## src/rtl/serializer_pkg.sv

```systemverilog
// serializer_pkg: FSM state encoding and serial frame line levels shared by the serializer.
package serializer_pkg;

    typedef enum logic [2:0] {
        IDLE,
        POP,
        LOAD,
        START,
        DATA,
        PARITY,
        STOP
    } state_e;

    localparam logic START_BIT  = 1'b0;
    localparam logic STOP_BIT   = 1'b1;
    localparam logic IDLE_LEVEL = 1'b1;

endpackage

```

## src/rtl/fifo_serializer.sv

```systemverilog
// fifo_serializer: pops words from an upstream FIFO and sends each as a framed serial word
// (start bit, LSB-first payload, odd parity, stop bit).
module fifo_serializer
    import serializer_pkg::*;
#(
    parameter int WORD_WIDTH = 64,
    parameter int CNT_BITS   = $clog2(WORD_WIDTH)
) (
    input  logic                  clk,
    input  logic                  reset_n,
    input  logic [WORD_WIDTH-1:0] fifo_data,
    input  logic                  fifo_empty,
    output logic                  read_n,
    input  logic                  tx_enable,
    output logic                  tx_out,
    output logic                  tx_busy,
    output logic [15:0]           word_count
);

    localparam logic [CNT_BITS-1:0] LAST_BIT = CNT_BITS'(WORD_WIDTH - 1);

    state_e                state_q, state_d;
    logic [WORD_WIDTH-1:0] shift_q, shift_d;
    logic [CNT_BITS-1:0]   cnt_q, cnt_d;
    logic                  parity_q, parity_d;
    logic [15:0]           word_count_q, word_count_d;
    logic                  accept;

    assign accept = tx_enable && !fifo_empty;

    always_ff @(posedge clk or negedge reset_n) begin
        if (!reset_n) begin
            state_q      <= IDLE;
            shift_q      <= '0;
            cnt_q        <= '0;
            parity_q     <= 1'b0;
            word_count_q <= '0;
        end else begin
            state_q      <= state_d;
            shift_q      <= shift_d;
            cnt_q        <= cnt_d;
            parity_q     <= parity_d;
            word_count_q <= word_count_d;
        end
    end

    always_comb begin
        state_d      = state_q;
        shift_d      = shift_q;
        cnt_d        = cnt_q;
        parity_d     = parity_q;
        word_count_d = word_count_q;
        case (state_q)
            IDLE:    state_d = accept ? POP : IDLE;
            POP:     state_d = LOAD;
            LOAD: begin
                shift_d  = fifo_data;
                parity_d = ~^fifo_data;
                state_d  = START;
            end
            START: begin
                cnt_d   = '0;
                state_d = DATA;
            end
            DATA: begin
                shift_d = shift_q >> 1;
                cnt_d   = cnt_q + 1'b1;
                state_d = (cnt_q == LAST_BIT) ? PARITY : DATA;
            end
            PARITY:  state_d = STOP;
            STOP: begin
                word_count_d = (&word_count_q) ? word_count_q : word_count_q + 16'd1;
                state_d      = accept ? POP : IDLE;
            end
            default: state_d = IDLE;
        endcase
    end

    // Outputs decode only registered state so no input reaches an output combinationally.
    assign read_n     = (state_q != POP);
    assign tx_busy    = (state_q != IDLE);
    assign word_count = word_count_q;
    assign tx_out     = (state_q == START)  ? START_BIT :
                        (state_q == DATA)   ? shift_q[0] :
                        (state_q == PARITY) ? parity_q :
                        (state_q == STOP)   ? STOP_BIT : IDLE_LEVEL;

endmodule

```

## config.mk

```make
export PLATFORM = sky130hd
export DESIGN_NAME = fifo_serializer
export DESIGN_NICKNAME = d
export VERILOG_FILES = /design/src/rtl/serializer_pkg.sv /design/src/rtl/fifo_serializer.sv
export SDC_FILE = /design/constraint.sdc
export NUM_CORES = 1
export LEC_CHECK = 0
export ABC_AREA = 1
export CORE_MARGIN = 2
export CORE_UTILIZATION = 50
export CTS_BUF_LIST = sky130_fd_sc_hd__clkbuf_8
export DETAILED_ROUTE_END_ITERATION = 10
export PLACE_DENSITY = 0.85
export SKIP_LAST_GASP = 1
export SLEW_MARGIN = 20
export SYNTH_ARGS = -nofsm -noshare
export SYNTH_HDL_FRONTEND = slang
export SYNTH_SLANG_ARGS = --single-unit
```

## constraint.sdc

```tcl
create_clock -name clk -period 1.78 [get_ports clk]
set_input_delay 0.534 -clock clk [delete_from_list [all_inputs] [get_ports clk]]
set_output_delay 0.534 -clock clk [all_outputs]
set_load 0.03 [all_outputs]
```

==> summary.md <==
| Metric | Value |
|---|---|
| Max-slew headroom | 71.29% |
| Crit-path cells | nand2_4 > inv_4 > a211oi_4 > buf_6 |
| Post-placement cell area | 7034 µm² |
| Post-synth top area share | 39.99% |
| Post-Synth Adder-Cell Area | 0.4443% |
| CP endpoint kind | primary output |
| Worst vdd ir | 0.0003813 V |
| Clock-pin transition on the worst setup and hold timing paths | 0.09 ns |
| Die Span X | 110.1 µm |
| CP required | 1.25 ns |
| Die height | 110.1 µm |
| Synth Register Bits | 90 |
| MaxCap Viol Count | 0 |
| Post-CTS Hold Buffers | 0 |
| CTS Buffer Depth | 2 |
| Nets | 1028 |
| CTS root buf | clkbuf_8 |
| Total CTS buffers | 9 |
| Post-DP HPWL | 9635 µm |
| PD cells | 589.4 nW/µm² |
| Largest net degree at the start of global routing | 68 |
| Hold slack | 0.09594 ns |
| Final non-filler cell total | 1103 |
| Fin area | 7652 µm² |
| Number of core rows | 38 |
| # DRC | 0 |
| Count of cell types in the netlist | 29 |
| Io pins | 87 |
| Core area | 10940 µm² |
| Worst slew pin tran | 0.4306 ns |
| Clk_lat worst skew | 0.37 ns |
| Detailed Route WL | 14210 µm |
| ANT nets after route | 0 |
| Post-synthesis xor/xnor area fraction | 7.621% |
| Seq/Total Area, Yosys | 39.99% |
| Critical Path Fanout Max | 5 |
| Max Freq | 510.0 MHz |
| P&R area growth vs syn | 35.88% |
| Diodes inserted | 0 |
| Vias | 5627 |
| Inst Count DP | 1074 |
| Share of cells above drive strength 1 | 14.95% |
| Worst setup SP type | flip-flop |
| Endpoints failing setup | 7 |
| Minimum clock period | 1.961 ns |
| RSZ-0062 raised after global routing | true |
| Port Buffers | 86 |
| Die area | 12130 µm² |
| Post-synthesis mux area share | 0.2000% |
| Failing checks | negative setup slack |
| Yosys warnings | 0 |
| Initial DRC Count | 321 |
| H-tree levels | 3 |
| Ranking of synthesized cells by area | dfrtp_1 40%, nand2_1 17%, inv_1 6.2%, nor2_1 6.1%, a21oi_1 5.4% |
| Worst path top cell family by delay | flip-flops |
| Synthesized area | 5632 µm² |
| GP Congestion | 0.8311 |
| Synth Area in Compound Gates | 13.51% |
| First-pass GRT wire length | 22980 µm |
| Vias in the first global route | 5226 |
| Syn nets | 893 |
| Slowest cell on the critical path | dfrtp_2 |
| Buf+Inv Stages, Crit Path | 2 |
| Worst endpoint data arrival time | 1.43 ns |
| Final period util | 110.2% |
| Overall Global Routing Usage | 23.69% |
| GRT overflow | 0 |
| Final worst slack | -0.1809 ns |
| Antenna violations before repair | 0 |
| Clock Sink Count | 90 |
| Commonest non-fill, non-tap cell in the layout | nand2_1 |
| Crit Path Class | flip-flop to primary output |
| Vias per std cell | 5.102 |
| Cell count after synthesis | 823 |
| Commonest cells after routing, fill and taps aside | 254 x nand2_1, 89 x inv_1, 86 x dfrtp_1, 83 x nor2_1, 61 x a21oi_1 |
| Area leader, netlist | dfrtp_1 |
| Hold Violations, Final | 0 |
| Initial Utilization | 51.50% |
| CTS tree | built |
| Largest family of logic cells by synthesized area | simple AND/OR/NAND/NOR gates |
| Pins over their slew limit | 0 |
| Layout Skew | 0.01392 ns |
| LEAKAGE | 4.303 nW |
| Routed WL per cell | 12.88 µm |
| Min-Delay Path Class | input port to async pin |
| Mapped Avg Cell Area | 6.843 µm² |
| Pre-CTS WS | -0.5064 ns |
| Max stage delay on crit path | 0.48 ns |
| Outcome | complete, but fails checks |
| TritonRoute pass-1 iters | 5 |
| Simple-gate area share of the yosys netlist | 29.79% |
[timing repair]
action                     in CTS  in global routing
pin swaps                       8                 26
resized for setup              49                 88
setup endpoints to repair      21                 25
gates cloned                    0                  1
buffers inserted                4                 13
[final cells by class]
cell class	instances	area, µm²
fill	900	3283
multi-input combinational	608	3120
sequential	90	2257
timing repair buffer	153	1510
inverter	96	362.8
tap	140	175.2
clock buffer	10	137.6
clock inverter	6	88.84
[path summary, 6_finish.rpt]
check	startpoint	to	slack, ns	cells past startpoint
worst max register to register	state_q[0]	word_count[15]	-0.10	10
worst max-delay path	state_q[2]	tx_out	-0.18	4
worst min register to register	shift_q[9]	shift_q[9]	0.52	2
worst min-delay path	reset_n	shift_q[31]	0.1	1
max in group asynchronous	reset_n	state_q[2]	1.16	2
min in group clk	shift_q[9]	shift_q[9]	0.52	2
[metrics by stage]
stage,power (mW),setup TNS [ns],utilization [%]
global placement,2.915,-0.4360,64.32
detailed placement,2.941,-0.5064,64.32
floorplan,2.545,-0.04703,-
CTS,4.521,-0.2408,66.45
finish,4.510,-0.4702,69.98
global route,4.750,-1.583,69.98
[per-layer routing]
layer / share of wire [%] / up-vias / GRT usage, %
met2: 50 / 159 / 41.50
li1: - / 2875 / -
met3: 5.0 / 11 / 3.116
met4: 1.0 / 0 / 6.696
met1: 44 / 2582 / 30.77
met5: 0 / - / 0
[kinds of logic after synthesis]
group	after synthesis
xor+xnor	49
fa+ha+maj	2
mux	1
flops	90
simple gates	414
buf+inv	125
compound gates	142
[registers in the layout, indices dropped and copies added (netlist names)]
register,count
cnt_q,6
parity_q,1
shift_q,64
word_count,16
state_q,3
[Yosys cell counts]
cell        n
dfrtp_1    90
nand2_4     2
nor3_2      1
xnor2_1    24
inv_1      93
buf_1       6
a211oi_1    1
nand2_1   262
inv_2       3
buf_2       5
o31ai_1     1
nor2_4      2
nor3_4      1
xor2_1     25
mux2_2      1
nand4_1     1
o22ai_1    32
a21oi_1    61
a22o_1      1
a31oi_1     1
nand2_2     1
ha_1        2
nor2_2      2
o21ai_0    45
nor3_1      4
nand3_1    46
clkbuf_1   18
nor2_1     91
nor4_1      1
[report_power, final]
part           switching (mW)  internal (mW)  leakage [nW]  total, mW
clock                   0.762          0.832         0.114       1.59
sequential             0.0160           2.07          1.18       2.08
combinational           0.473          0.358          3.01      0.831
total                    1.25           3.26          4.30       4.51
[worst register-to-register path, delay by kind of cell, from the launching register on]
| kind | cells | cell delay [ns] |
|---|---|---|
| buffers and inverters | 2 | 0.27 |
| AND/OR/NAND/NOR | 7 | 0.91 |
| XOR/XNOR | 1 | 0.15 |
| flip-flops | 1 | 0.47 |
Note: power is estimated with default switching activity, not from simulation.
==> edit 1 (same settings) <==
Put one more register stage on the output `word_count`, with the module's reset. The value now appears one clock later. The other outputs are not delayed to match.
--- a/src/rtl/fifo_serializer.sv
+++ b/src/rtl/fifo_serializer.sv
@@ -79,7 +79,13 @@
     // Outputs decode only registered state so no input reaches an output combinationally.
     assign read_n     = (state_q != POP);
     assign tx_busy    = (state_q != IDLE);
-    assign word_count = word_count_q;
+    always_ff @(posedge clk or negedge reset_n) begin
+        if (!reset_n) begin
+            word_count <= '0;
+        end else begin
+            word_count <= word_count_q;
+        end
+    end
     assign tx_out     = (state_q == START)  ? START_BIT :
                         (state_q == DATA)   ? shift_q[0] :
                         (state_q == PARITY) ? parity_q :
Formal check against the unedited RTL: same outputs for any inputs over 10 cycles, from zero or initial values and one cycle with reset_n low; that may be too few to reach the edited logic, so the function may still have changed.
==> edit 1 against the unedited design <==
- the run still ends with setup timing left
- total power up 6.6%
- hold slack worse by 0.065 ns
- final cell count up 4.2%
- wire length up 25%
- count of clock-buffer cells in the layout unchanged
- maximum frequency down 8.6%
- core utilization up 4.1 points
- synthesized area up 6.7%
- sequential cell count up 16
- final area up 15%
- register-to-register slack worse by 0.11 ns
- sequential power up 18%
- clock skew down 0.0020 ns
- worst setup slack worse by 0.18 ns
- largest power group unchanged
==> edit 1: results (changes against the unedited design) <==
* Via density at 5.43 (was 5.10)
* Peak supply drop at 0.514 mV (was 0.381 mV)
* Wire length per cell at 15.4 um (was 12.9 um)
* Slew @ Worst Pin at 0.435 ns (was 0.431 ns)
* Top cells by area, synth: dfrtp_1, nand2_1, nor2_1, inv_1, a21oi_1 (was dfrtp_1, nand2_1, inv_1, nor2_1, a21oi_1)
* Initial antenna violation count at 1 (was 0)
* Largest net degree at the start of global routing at 102 (was 68)
* Status: finished with violations (unchanged)
* End of the worst register-to-register path: shift_q[36]$_DFFE_PN0P_ (was word_count[15]$_DFFE_PN0P_)
* Synth Area in Adders at 0.00416 (was 0.00444)
* Aggregate global-route resource usage at 0.235 (was 0.237)
* XOR/XNOR Fraction of Synth Area at 0.0685 (was 0.0762)
* Violated checks: setup timing (unchanged)
* Setup WS pre-CTS at -0.502 ns (was -0.506 ns)
* Setup slack after layout at -0.366 ns (was -0.181 ns)
* Fill cell count at 805 (was 900)
* Placement Cell Area at 7530 um^2 (was 7030 um^2)
* First-pass GRT wire length at 24700 um (was 23000 um)
* Complex-gate fraction of the synthesized area at 0.126 (was 0.135)
* Leak pwr at 0.00478 uW (was 0.00430 uW)
* Worst R2R Start: state_q[1]$_DFF_PN0_ (was state_q[0]$_DFF_PN0_)
* Synthesis warning total at 0 (unchanged)
* Mean Syn Cell Area at 7.18 um^2 (was 6.84 um^2)
* H-tree levels at 3 (unchanged)
* WHS at 0.0314 ns (was 0.0959 ns)
* Detail Placement HPWL at 9850 um (was 9640 um)
* Mux cell area share after synthesis at 0.00187 (was 0.00200)
* Synthesized Nets at 907 (was 893)
* Clock transition at path regs at 0.11 ns (was 0.09 ns)
* CP Max Fanout at 4 (was 5)
* Design Area, Final at 8780 um^2 (was 7650 um^2)
* Sequential area share after synthesis at 0.441 (was 0.400)
* Share of cells above drive strength 1 at 0.229 (was 0.150)
* Worst Setup Path Type: reg2out (unchanged)
* Num CTS Buffers at 9 (unchanged)
* Drt pass-1 iters at 5 (unchanged)
* Largest regs: shift_q x64, word_count x16, word_count_q x16
* Vias in the first global route at 5408 (was 5226)
* Synth Flop Type: dfrtp_1 (unchanged)
* Post-Route WL at 17700 um (was 14200 um)
* GP Congestion at 0.824 (was 0.831)
* Worst clock skew at 0.0120 ns (was 0.0139 ns)
* Flop2flop setup slack at -0.21 ns (was -0.10 ns)
* Setup violators final at 68 (was 7)
* Critical path arrival at 1.61 ns (was 1.43 ns)
* CP endpoint: tx_out (unchanged)
* Nets at 1066 (was 1028)
* Clk Latency, worst-skew pair at roughly 0.38 ns
* Most common library cells after synthesis: nand2_1, dfrtp_1, nor2_1 (was nand2_1, inv_1, nor2_1)
* Iteration-0 DRC Markers at 406 (was 321)
* Worst r2r path cells at 8 (was 10)
## edit 1: cell count changes in the layout (fill, tap and decap cells not counted), sizes merged, moves of 3 or more
| cell | change |
|---|---|
| dlymetal6s2s | +11 |
| clkbuf | +6 |
| buf | +19 |
| xnor2 | +3 |
| dlygate4sd2 | -12 |
| xor2 | -5 |
| inv | -3 |
| dfrtp | +16 |
| nand4 | +3 |
## edit 1: power by group
group / switching, uW / total [uW] / internal (uW)
clock: 890 / 1460 / 573
combinational: 503 / 890 / 387
sequential: 21.5 / 2450 / 2430
## edit 1: what timing repair did
item,in CTS,in global routing
gates cloned,0,9
pin swaps,9,22
gates resized for setup,43,187
setup endpoints to repair,23,69
buffers inserted,10,12
endpoints found under the hold margin,0,0
## edit 1: worst max-delay path, cell delays in order (launching register included)
cell and delay (ns):
dfrtp_1 0.46, inv_2 0.10, nor3_2 0.40, a211oi_4 0.11
buf_12 0.16
## edit 1: stage by stage
step,total power [uW],TNS (ns)
2_1_floorplan,2910,0
5_1_grt,5030,-13.00
3_3_place_gp,3310,-0.447
4_1_cts,4770,-0.684
6_report,4810,-8.61
3_5_place_dp,3330,-0.644
## edit 1: area by class of cell
cell class / instances / share of cell area
timing repair buffer: 178 / 0.220
multi-input combinational: 610 / 0.395
tap: 147 / 0.0209
timing repair inverter: 1 / 0.000712
clock buffer: 10 / 0.0157
clock inverter: 6 / 0.00584
antenna: 1 / 0.000285
inverter: 90 / 0.0393
sequential: 106 / 0.303
## edit 1: routing by layer
| layer | track usage | share of wire | wire length (um) |
|---|---|---|---|
| met3 | 0.0510 | 0.048 | 851 |
| met1 | 0.298 | 0.41 | 7250 |
| met5 | 0 | 0 | 0 |
| met2 | 0.392 | 0.51 | 9060 |
| met4 | 0.0959 | 0.033 | 590 |
==> edit 2 (same settings) <==
Without the edit above. `WORD_WIDTH`: 64 -> 32.
--- a/src/rtl/fifo_serializer.sv
+++ b/src/rtl/fifo_serializer.sv
@@ -3,7 +3,7 @@
 module fifo_serializer
     import serializer_pkg::*;
 #(
-    parameter int WORD_WIDTH = 64,
+    parameter int WORD_WIDTH = 32,
     parameter int CNT_BITS   = $clog2(WORD_WIDTH)
 ) (
     input  logic                  clk,
Interface: changed (resized fifo_data); port bits go from 87 to 55. The function was not compared with the original's and may differ.
==> edit 2 against the unedited design <==
- the flow still finishes with violations (setup timing)
- final area fell by 37%
- wire length fell by 35%
- maximum frequency rose by 2.4%
- core utilization rose by 1.4 points
- critical path depth did not move
- synthesized area fell by 38%
- sequential cell count fell by 33
- total power rose by 38%
- clock skew fell by 0.0018 ns
- worst setup slack improved by 0.046 ns
- register-to-register slack improved by 0.14 ns
- combinational power rose to 3.3 times the old value
- count of clock-buffer cells in the layout fell by 1
- largest power group is now combinational cells
==> edit 2: results (changes against the unedited design) <==
* Post-route insts no fill at 671 (was 1103)
* First-pass GRT wire length at 14300 um (was 23000 um)
* Complex-gate fraction of the synthesized area at 0.119 (was 0.135)
* Max reg flops at 32 (was 64)
* Top cells by area, synth: dfrtp_1, nand2_1, inv_1, xor2_1, nor2_1 (was dfrtp_1, nand2_1, inv_1, nor2_1, a21oi_1)
* PortBufs at 54 (was 86)
* Wire length per cell at 13.8 um (was 12.9 um)
* Setup slack after layout at -0.135 ns (was -0.181 ns)
* Design Area, Final at 4830 um^2 (was 7650 um^2)
* Worst R2R Start: state_q[1]$_DFF_PN0_ (was state_q[0]$_DFF_PN0_)
* Mean Syn Cell Area at 7.17 um^2 (was 6.84 um^2)
* Post-synth top area share at 0.411 (was 0.400)
* Violated checks: setup timing (unchanged)
* Fill cell count at 504 (was 900)
* Sequential power share at 0.342 (was 0.462)
* Synthesized Nets at 523 (was 893)
* WL met1 at 3840 um (was 6310 um)
* Sequential area share after synthesis at 0.411 (was 0.400)
* Critical path arrival at 1.38 ns (was 1.43 ns)
* Share of cells above drive strength 1 at 0.178 (was 0.150)
* Mux cell area share after synthesis at 0 (was 0.00200)
* Leak pwr at 0.00261 uW (was 0.00430 uW)
* Peak supply drop at 0.753 mV (was 0.381 mV)
* Setup violators final at 2 (was 7)
* Switching power share of the total at 0.401 (was 0.278)
* Routed met2 length at 4750 um (was 7040 um)
* GP Congestion at 0.851 (was 0.831)
* Worst clock skew at 0.0121 ns (was 0.0139 ns)
* Flop2flop setup slack at 0.04 ns (was -0.10 ns)
* Fin Setup TNS at -0.158 ns (was -0.470 ns)
* Synth Area in Adders at 0.0108 (was 0.00444)
* Via density at 5.19 (was 5.10)
* Detail Placement HPWL at 6040 um (was 9640 um)
* Grt met3 use at 0.0588 (was 0.0312)
* Clock transition at path regs at 0.07 ns (was 0.09 ns)
* Status: finished with violations (unchanged)
* XOR/XNOR Fraction of Synth Area at 0.0984 (was 0.0762)
* End of the worst register-to-register path: shift_q[24]$_DFFE_PN0P_ (was word_count[15]$_DFFE_PN0P_)
* Setup WS pre-CTS at -0.288 ns (was -0.506 ns)
* Post-cts resize count at 24 (was 49)
* Iteration-0 DRC Markers at 204 (was 321)
==> edit 2: cell types whose count changed after synthesis, moves of 6 or more <==
cell | unedited run | this run
clkbuf_1 | 18 | 5
o21ai_0 | 45 | 32
nand3_1 | 46 | 26
inv_1 | 93 | 51
nand2_1 | 262 | 149
xnor2_1 | 24 | 18
dfrtp_1 | 90 | 57
o22ai_1 | 32 | 13
nor2_1 | 91 | 45
a21oi_1 | 61 | 29
==> edit 2: layout make-up <==
| cell class | instances | area share |
|---|---|---|
| Inverter | 54 | 0.0443 |
| Clock inverter | 7 | 0.0197 |
| Clock buffer | 9 | 0.0257 |
| Timing Repair inverter | 1 | 0.00156 |
| Timing Repair Buffer | 107 | 0.207 |
| Multi-Input combinational cell | 356 | 0.385 |
| Tap cell | 80 | 0.0207 |
| Sequential cell | 57 | 0.296 |
==> edit 2: critical path, stage by stage (launching register included) <==
cell and delay, ns:
dfrtp_2 0.45, inv_2 0.11, nor3_2 0.07, a211oi_4 0.24, buf_6 0.16
